### src/rtl/display_timings_pkg.sv
// Timing descriptions shared by the multi-mode display timing generator.
// Each mode is described by its active size, porches and sync widths.
package display_timings_pkg;

  typedef struct packed {
    logic [15:0] hres;
    logic [15:0] hfp;
    logic [15:0] hs;
    logic [15:0] hbp;
    logic [15:0] vres;
    logic [15:0] vfp;
    logic [15:0] vs;
    logic [15:0] vbp;
    logic        hpol;
    logic        vpol;
  } timing_t;

  typedef struct packed {
    logic [15:0] h;
    logic [15:0] v;
  } totals_t;

  // 640x480@60, 800x600@60, 1280x720@60
  localparam timing_t TIMINGS [0:2] = '{
    '{hres: 16'd640,  hfp: 16'd16,  hs: 16'd96,  hbp: 16'd48,
      vres: 16'd480,  vfp: 16'd10,  vs: 16'd2,   vbp: 16'd33,
      hpol: 1'b0, vpol: 1'b0},
    '{hres: 16'd800,  hfp: 16'd40,  hs: 16'd128, hbp: 16'd88,
      vres: 16'd600,  vfp: 16'd1,   vs: 16'd4,   vbp: 16'd23,
      hpol: 1'b1, vpol: 1'b1},
    '{hres: 16'd1280, hfp: 16'd110, hs: 16'd40,  hbp: 16'd220,
      vres: 16'd720,  vfp: 16'd5,   vs: 16'd5,   vbp: 16'd20,
      hpol: 1'b1, vpol: 1'b1}
  };

  function automatic totals_t totals(input timing_t t);
    totals_t r;
    r.h = t.hres + t.hfp + t.hs + t.hbp;
    r.v = t.vres + t.vfp + t.vs + t.vbp;
    return r;
  endfunction

endpackage

### src/rtl/dt_axis_ctr.sv
// One axis of the raster scan: counts 0..total-1 while enabled and flags the wrap.
// The next-state value is exported so outputs can be decoded without added latency.
module dt_axis_ctr #(
  parameter int               CORDW   = 12,
  parameter logic [CORDW-1:0] RST_VAL = '0
) (
  input  logic             clk,
  input  logic             rst_n,
  input  logic             en,
  input  logic [CORDW-1:0] total,
  output logic [CORDW-1:0] q,
  output logic [CORDW-1:0] q_next,
  output logic             wrap
);

  assign wrap = en && (q == total - CORDW'(1));

  always_comb begin
    q_next = q;
    if (wrap)
      q_next = '0;
    else if (en)
      q_next = q + CORDW'(1);
  end

  always_ff @(posedge clk or negedge rst_n) begin
    if (!rst_n)
      q <= RST_VAL;
    else
      q <= q_next;
  end

endmodule

### src/rtl/display_timings_multi.sv
// Mode-selectable video timing generator with registered, zero-latency outputs.
// The active mode only changes on the edge that starts a new frame.
module display_timings_multi
  import display_timings_pkg::*;
#(
  parameter int CORDW    = 12,
  parameter int MODE_RST = 0,
  parameter int C_HRES   = 640,
  parameter int C_HFP    = 16,
  parameter int C_HS     = 96,
  parameter int C_HBP    = 48,
  parameter int C_VRES   = 480,
  parameter int C_VFP    = 10,
  parameter int C_VS     = 2,
  parameter int C_VBP    = 33,
  parameter bit C_HPOL   = 1'b0,
  parameter bit C_VPOL   = 1'b0
) (
  input  logic             clk_pix,
  input  logic             rst_pix_n,
  input  logic [1:0]       mode_req,
  output logic [1:0]       mode_act,
  output logic [CORDW-1:0] sx,
  output logic [CORDW-1:0] sy,
  output logic             hsync,
  output logic             vsync,
  output logic             de,
  output logic             frame,
  output logic             line
);

  localparam timing_t CUSTOM = '{
    hres: 16'(C_HRES), hfp: 16'(C_HFP), hs: 16'(C_HS), hbp: 16'(C_HBP),
    vres: 16'(C_VRES), vfp: 16'(C_VFP), vs: 16'(C_VS), vbp: 16'(C_VBP),
    hpol: C_HPOL, vpol: C_VPOL};

  localparam timing_t MODES [4] = '{TIMINGS[0], TIMINGS[1], TIMINGS[2], CUSTOM};
  localparam timing_t RST_T     = MODES[MODE_RST];
  localparam totals_t RST_TOT   = totals(RST_T);

  if (MODE_RST < 0 || MODE_RST > 3) begin : g_bad_mode
    $error("display_timings_multi: MODE_RST out of range");
  end

  // Every mode's largest coordinate (TOTAL-1) must be representable in CORDW bits.
  for (genvar m = 0; m < 4; m++) begin : g_chk
    localparam totals_t TOT = totals(MODES[m]);
    if (int'(TOT.h) > (1 << CORDW) || int'(TOT.v) > (1 << CORDW)) begin : g_bad
      $error("display_timings_multi: mode %0d totals do not fit in CORDW", m);
    end
  end

  timing_t          t_cur;
  timing_t          t_nxt;
  totals_t          tot_cur;
  logic [CORDW-1:0] h_total;
  logic [CORDW-1:0] v_total;
  logic [CORDW-1:0] nx;
  logic [CORDW-1:0] ny;
  logic             h_wrap;
  logic             v_wrap;
  logic [CORDW-1:0] hs_lo;
  logic [CORDW-1:0] hs_hi;
  logic [CORDW-1:0] vs_lo;
  logic [CORDW-1:0] vs_hi;

  assign tot_cur = totals(t_cur);
  assign h_total = CORDW'(tot_cur.h);
  assign v_total = CORDW'(tot_cur.v);

  dt_axis_ctr #(
    .CORDW  (CORDW),
    .RST_VAL(CORDW'(RST_TOT.h - 16'd1))
  ) u_h (
    .clk   (clk_pix),
    .rst_n (rst_pix_n),
    .en    (1'b1),
    .total (h_total),
    .q     (sx),
    .q_next(nx),
    .wrap  (h_wrap)
  );

  dt_axis_ctr #(
    .CORDW  (CORDW),
    .RST_VAL(CORDW'(RST_TOT.v - 16'd1))
  ) u_v (
    .clk   (clk_pix),
    .rst_n (rst_pix_n),
    .en    (h_wrap),
    .total (v_total),
    .q     (sy),
    .q_next(ny),
    .wrap  (v_wrap)
  );

  // The frame starting at (0,0) is decoded with the newly requested timing.
  assign t_nxt = v_wrap ? MODES[mode_req] : t_cur;

  assign hs_lo = CORDW'(t_nxt.hres + t_nxt.hfp);
  assign hs_hi = hs_lo + CORDW'(t_nxt.hs);
  assign vs_lo = CORDW'(t_nxt.vres + t_nxt.vfp);
  assign vs_hi = vs_lo + CORDW'(t_nxt.vs);

  always_ff @(posedge clk_pix or negedge rst_pix_n) begin
    if (!rst_pix_n) begin
      t_cur    <= RST_T;
      mode_act <= 2'(MODE_RST);
      hsync    <= ~RST_T.hpol;
      vsync    <= ~RST_T.vpol;
      de       <= 1'b0;
      frame    <= 1'b0;
      line     <= 1'b0;
    end else begin
      t_cur <= t_nxt;
      if (v_wrap)
        mode_act <= mode_req;
      hsync <= (nx >= hs_lo && nx < hs_hi) ? t_nxt.hpol : ~t_nxt.hpol;
      vsync <= (ny >= vs_lo && ny < vs_hi) ? t_nxt.vpol : ~t_nxt.vpol;
      de    <= (nx < CORDW'(t_nxt.hres)) && (ny < CORDW'(t_nxt.vres));
      frame <= (nx == '0) && (ny == '0);
      line  <= (nx == '0);
    end
  end

endmodule

### config.mk
export PLATFORM = sky130hd
export DESIGN_NAME = display_timings_multi
export DESIGN_NICKNAME = d
export VERILOG_FILES = /design/src/rtl/display_timings_pkg.sv /design/src/rtl/dt_axis_ctr.sv /design/src/rtl/display_timings_multi.sv
export SDC_FILE = /design/constraint.sdc
export NUM_CORES = 1
export LEC_CHECK = 0
export CAP_MARGIN = 20
export CORE_AREA = 2 2 139 141
export DETAILED_ROUTE_END_ITERATION = 8
export DIE_AREA = 0 0 141 143
export GPL_ROUTABILITY_DRIVEN = 0
export PLACE_DENSITY_LB_ADDON = 0.3
export SLEW_MARGIN = 20
export SYNTH_ARGS = -nofsm -noshare
export SYNTH_HDL_FRONTEND = slang
export SYNTH_HIERARCHICAL = 1
export SYNTH_SLANG_ARGS = --single-unit
### constraint.sdc
create_clock -name clk_pix -period 10.9 [get_ports clk_pix]
set_input_delay 2.18 -clock clk_pix [delete_from_list [all_inputs] [get_ports clk_pix]]
set_output_delay 2.18 -clock clk_pix [all_outputs]
set_load 0.005 [all_outputs]
==> results of run 1 <==
## cell families after synthesis
group                    count (synthesis)  share of synthesized area
adder cells (fa/ha/maj)                191                      0.263
AO/OA/AOI/OAI                          228                      0.151
multiplexers                             5                    0.00531
flip-flops                             110                      0.275
XOR/XNOR                               129                      0.111
AND/OR/NAND/NOR                        265                      0.146
buffers and inverters                  121                     0.0479
other                                    1                   0.000370
## cell type report
type,count,area share
well taps,234,0.0265
clock inverters,6,0.00724
flip-flops and latches,110,0.252
repair buffers,43,0.0378
inverters,95,0.0322
clock buffers,10,0.0216
multi-input cells,824,0.623
## stage by stage
| stage | instances | setup WS [ns] |
|---|---|---|
| CTS | 1322 | 0.721 |
| global route | 1322 | 0.230 |
| finish | 1322 | 1.10 |
| global placement | 1306 | 1.24 |
| floorplan | 1055 | 1.41 |
| detailed placement | 1306 | 0.772 |
## registers in the layout (all words and copies together) (netlist names)
name / count
line: 1
vsync: 1
u_v/q: 12
frame: 1
t_cur: 79
u_h/q: 12
hsync: 1
mode_act: 2
de: 1
## power by group
part           leakage (nW)  switching (mW)  internal [mW]  total, mW
sequential             1.37          0.0261          0.429      0.455
combinational          4.06           0.134          0.103      0.237
clock                 0.152           0.166          0.189      0.355
total                  5.58           0.327          0.721       1.05
## synthesized netlist by cell type, types with 9 or more instances
cell type                    n  share of area
sky130_fd_sc_hd__a21o_1     36          0.027
sky130_fd_sc_hd__a21oi_1    47          0.023
sky130_fd_sc_hd__a31oi_1    27          0.017
sky130_fd_sc_hd__and2_1     11         0.0068
sky130_fd_sc_hd__clkbuf_1   20         0.0074
sky130_fd_sc_hd__dfrtp_1    84           0.21
sky130_fd_sc_hd__dfstp_2    26          0.067
sky130_fd_sc_hd__fa_1       37          0.073
sky130_fd_sc_hd__ha_1      154           0.19
sky130_fd_sc_hd__inv_1      94          0.035
sky130_fd_sc_hd__nand2_1    50          0.019
sky130_fd_sc_hd__nand2b_1   15         0.0093
sky130_fd_sc_hd__nand3_1    14         0.0069
sky130_fd_sc_hd__nand4_1    16         0.0099
sky130_fd_sc_hd__nor2_1     41          0.015
sky130_fd_sc_hd__nor2b_1    42          0.026
sky130_fd_sc_hd__nor3_1     18         0.0089
sky130_fd_sc_hd__nor4_1      9         0.0056
sky130_fd_sc_hd__o21ai_0    43          0.021
sky130_fd_sc_hd__xnor2_1    75          0.065
sky130_fd_sc_hd__xor2_1     54          0.047
## routing by layer
layer	vias to the layer above	share of wire
met1	3810	0.46
met3	17	0.052
met4	0	0.013
met2	223	0.48
met5	-	0
li1	3778	-
## worst min-delay path, cell delays in order, from the launching register on
cell and delay [ns]:
sky130_fd_sc_hd__dfstp_2 0.39, sky130_fd_sc_hd__inv_1 0.05, sky130_fd_sc_hd__o21ai_0 0.06
## path summary, 6_finish.rpt
path	startpoint	to	slack [ns]
worst max-delay path	t_cur[72]	hsync	1.10
max in group asynchronous	rst_pix_n	u_v/q[0]	7.80
worst min register to register	t_cur[2]	t_cur[2]	0.50
min in group asynchronous	rst_pix_n	u_h/q[7]	1.86
worst max register to register	t_cur[72]	hsync	1.10
worst min-delay path	t_cur[2]	t_cur[2]	0.50
## timing repair
action | CTS | global route
buffers inserted | 0 | 0
endpoints found under the setup margin | 0 | 1
gates resized for setup | 0 | 2
==> impl_summary.txt, run 1 <==
----------------------------------------------------
[Run status]
  Outcome ... completed

[Route]
  Routed length per placed instance ... 19.0 µm
  Overall routed net length ... 25200 µm
  Detailed router's first-iteration violation count ... 641
  Antenna Nets Post-Route ... 0
  Pre-Repair DR Iteration Count ... 5
  Routed via count ... 7828
  Post-route DRC violation count ... 0
  Number of vias per cell ... 5.92

[Layout]
  Total Nets Final ... 1278
  Share of cells above drive strength 1 ... 0.0754
  Most frequent cells in the layout ... sky130_fd_sc_hd__ha_1 (154), sky130_fd_sc_hd__inv_1 (94), sky130_fd_sc_hd__dfrtp_1 (84)
  Layout Cell Area excl Fill ... 11100 µm²
  Commonest non-fill, non-tap cell in the layout ... sky130_fd_sc_hd__ha_1
  Antenna Diode Count ... 0
  Area taken by flip-flops and latches ... 2790 µm²
  Area of the multi-input gates ... 6890 µm²
  Area growth from synthesis to layout ... 9.19%
  Final standard cell utilization of the core ... 0.595
  Total of fill cells in the finished design ... 1597

[STA]
  Max_slew headroom ... 0.379
  Final Setup Violations ... 0
  Slew at the pin with the worst max-slew slack ... 0.932 ns
  Sum of negative setup slack ... 0 ns
  Maximum clock skew at final layout ... 0.0136 ns
  Maximum clock frequency ... 102 MHz
  Slew Limit Fails ... 0
  Share of the clock period used by the worst path after layout ... 0.899
  RSZ-0062 raised after global routing ... false
  Final hold violation count ... 0
  Post-layout minimum cycle time ... 9.80 ns
  Final worst hold slack ... 0.495 ns

[Synthesis]
  Synth Cell Area ... 10100 µm²
  Number of warnings printed during yosys synthesis ... 6
  Number of enable-type register cells in the synthesized netlist ... 0
  Yosys reg bits ... 110
  Commonest register cell after synthesis ... sky130_fd_sc_hd__dfrtp_1
  Post-Synthesis Mean Instance Area ... 9.65 µm²
  Sequential fraction of the synthesis area ... 0.275
  Gate Count Post-Synth ... 1050
  Number of distinct standard cells referenced by the synthesized netlist ... 66
  Fraction of registers with async set or reset after synthesis ... 1.00

[Worst setup path]
  Worst EP required ... 11.18 ns
  Logic depth of the worst register-to-register path ... 43
  Critical Path Sink Type ... register
  Critical path's top delay family ... simple AND/OR/NAND/NOR gates
  Number of logic stages on the critical path including buffering ... 43
  Worst stage delay on the critical path ... 0.55 ns
  Arrival time at the worst endpoint ... 10.08 ns
  Maximum fanout count along the critical path ... 55
  Kind of start point of the critical path ... register
  Dominant cell type by count on the critical path ... sky130_fd_sc_hd__xnor2_1
  Critical-path top delay cell ... sky130_fd_sc_hd__fa_1
  Critical path class ... reg2reg
  Critical path buffers and inverters ... 4

[Placement]
  Port Buffers ... 34
  Half-perimeter wire length after detailed placement ... 20100 µm
  Cell area after placement ... 10700 µm²

[Clocking]
  Clock root buffer ... sky130_fd_sc_hd__clkbuf_16
  Hold-fix buffer count after cts ... 0
  Clock net sink count ... 110
  Max Buffers Root-to-Sink ... 2
  Clock latency on the worst-skew pair ... 0.37 ns
  Number of H-tree levels ... 3
  Clock tree from TritonCTS ... built
  Clk pin slew, worst setup/hold paths ... 0.08 ns
  Number of CTS-inserted buffers ... 9

[Die]
  X dimension of the die ... 141 µm
  Number of placement rows ... 50
  Die area ... 20200 µm²
  Initial core utilization ... 0.545
  Number of top-level design ports ... 35
  Area of the placeable core ... 18600 µm²
  Vertical die dimension ... 143 µm

[GRT]
  Met2 layer usage reported by global route ... 0.437
  Maximum number of pins on one net before global-route repair ... 59
  Antenna violations before repair ... 0
  Number of global-route vias before repair ... 7696
  Global-route wire length before repair ... 41200 µm
  Total routing usage reported by global routing ... 0.261
  Layer with the highest usage ... met2
  GRT met1 Usage ... 0.364
  Met3 usage ... 0.0409
  Sum of overflow across all layers after global routing ... 0

[Hold path]
  Worst hold path class ... reg2reg
  Hold Path Depth ... 2

[Job]
  Total of max-cap violations ... 0

[Power and ir drop]
  Overall Power ... 1.05 mW
  Power density of the placed cells ... 94.7 nW/µm²
  Total leakage power ... 5.58 nW
  Maximum vdd ir drop ... 0.0765 mV

----------------------------------------------------
Note: power is estimated with default switching activity, not from simulation.
==> run 2, diff against run 1 <==
--- a/config.mk
+++ b/config.mk
@@ -7,11 +7,11 @@
 export LEC_CHECK = 0
 export CAP_MARGIN = 20
 export CORE_AREA = 2 2 139 141
+export CTS_CLUSTER_DIAMETER = 40
 export DETAILED_ROUTE_END_ITERATION = 8
 export DIE_AREA = 0 0 141 143
 export GPL_ROUTABILITY_DRIVEN = 0
 export PLACE_DENSITY_LB_ADDON = 0.3
-export SLEW_MARGIN = 20
 export SYNTH_ARGS = -nofsm -noshare
 export SYNTH_HDL_FRONTEND = slang
 export SYNTH_HIERARCHICAL = 1
==> results of run 2 <==
The final DEF is identical to that of run 1; final timing and power are the same.
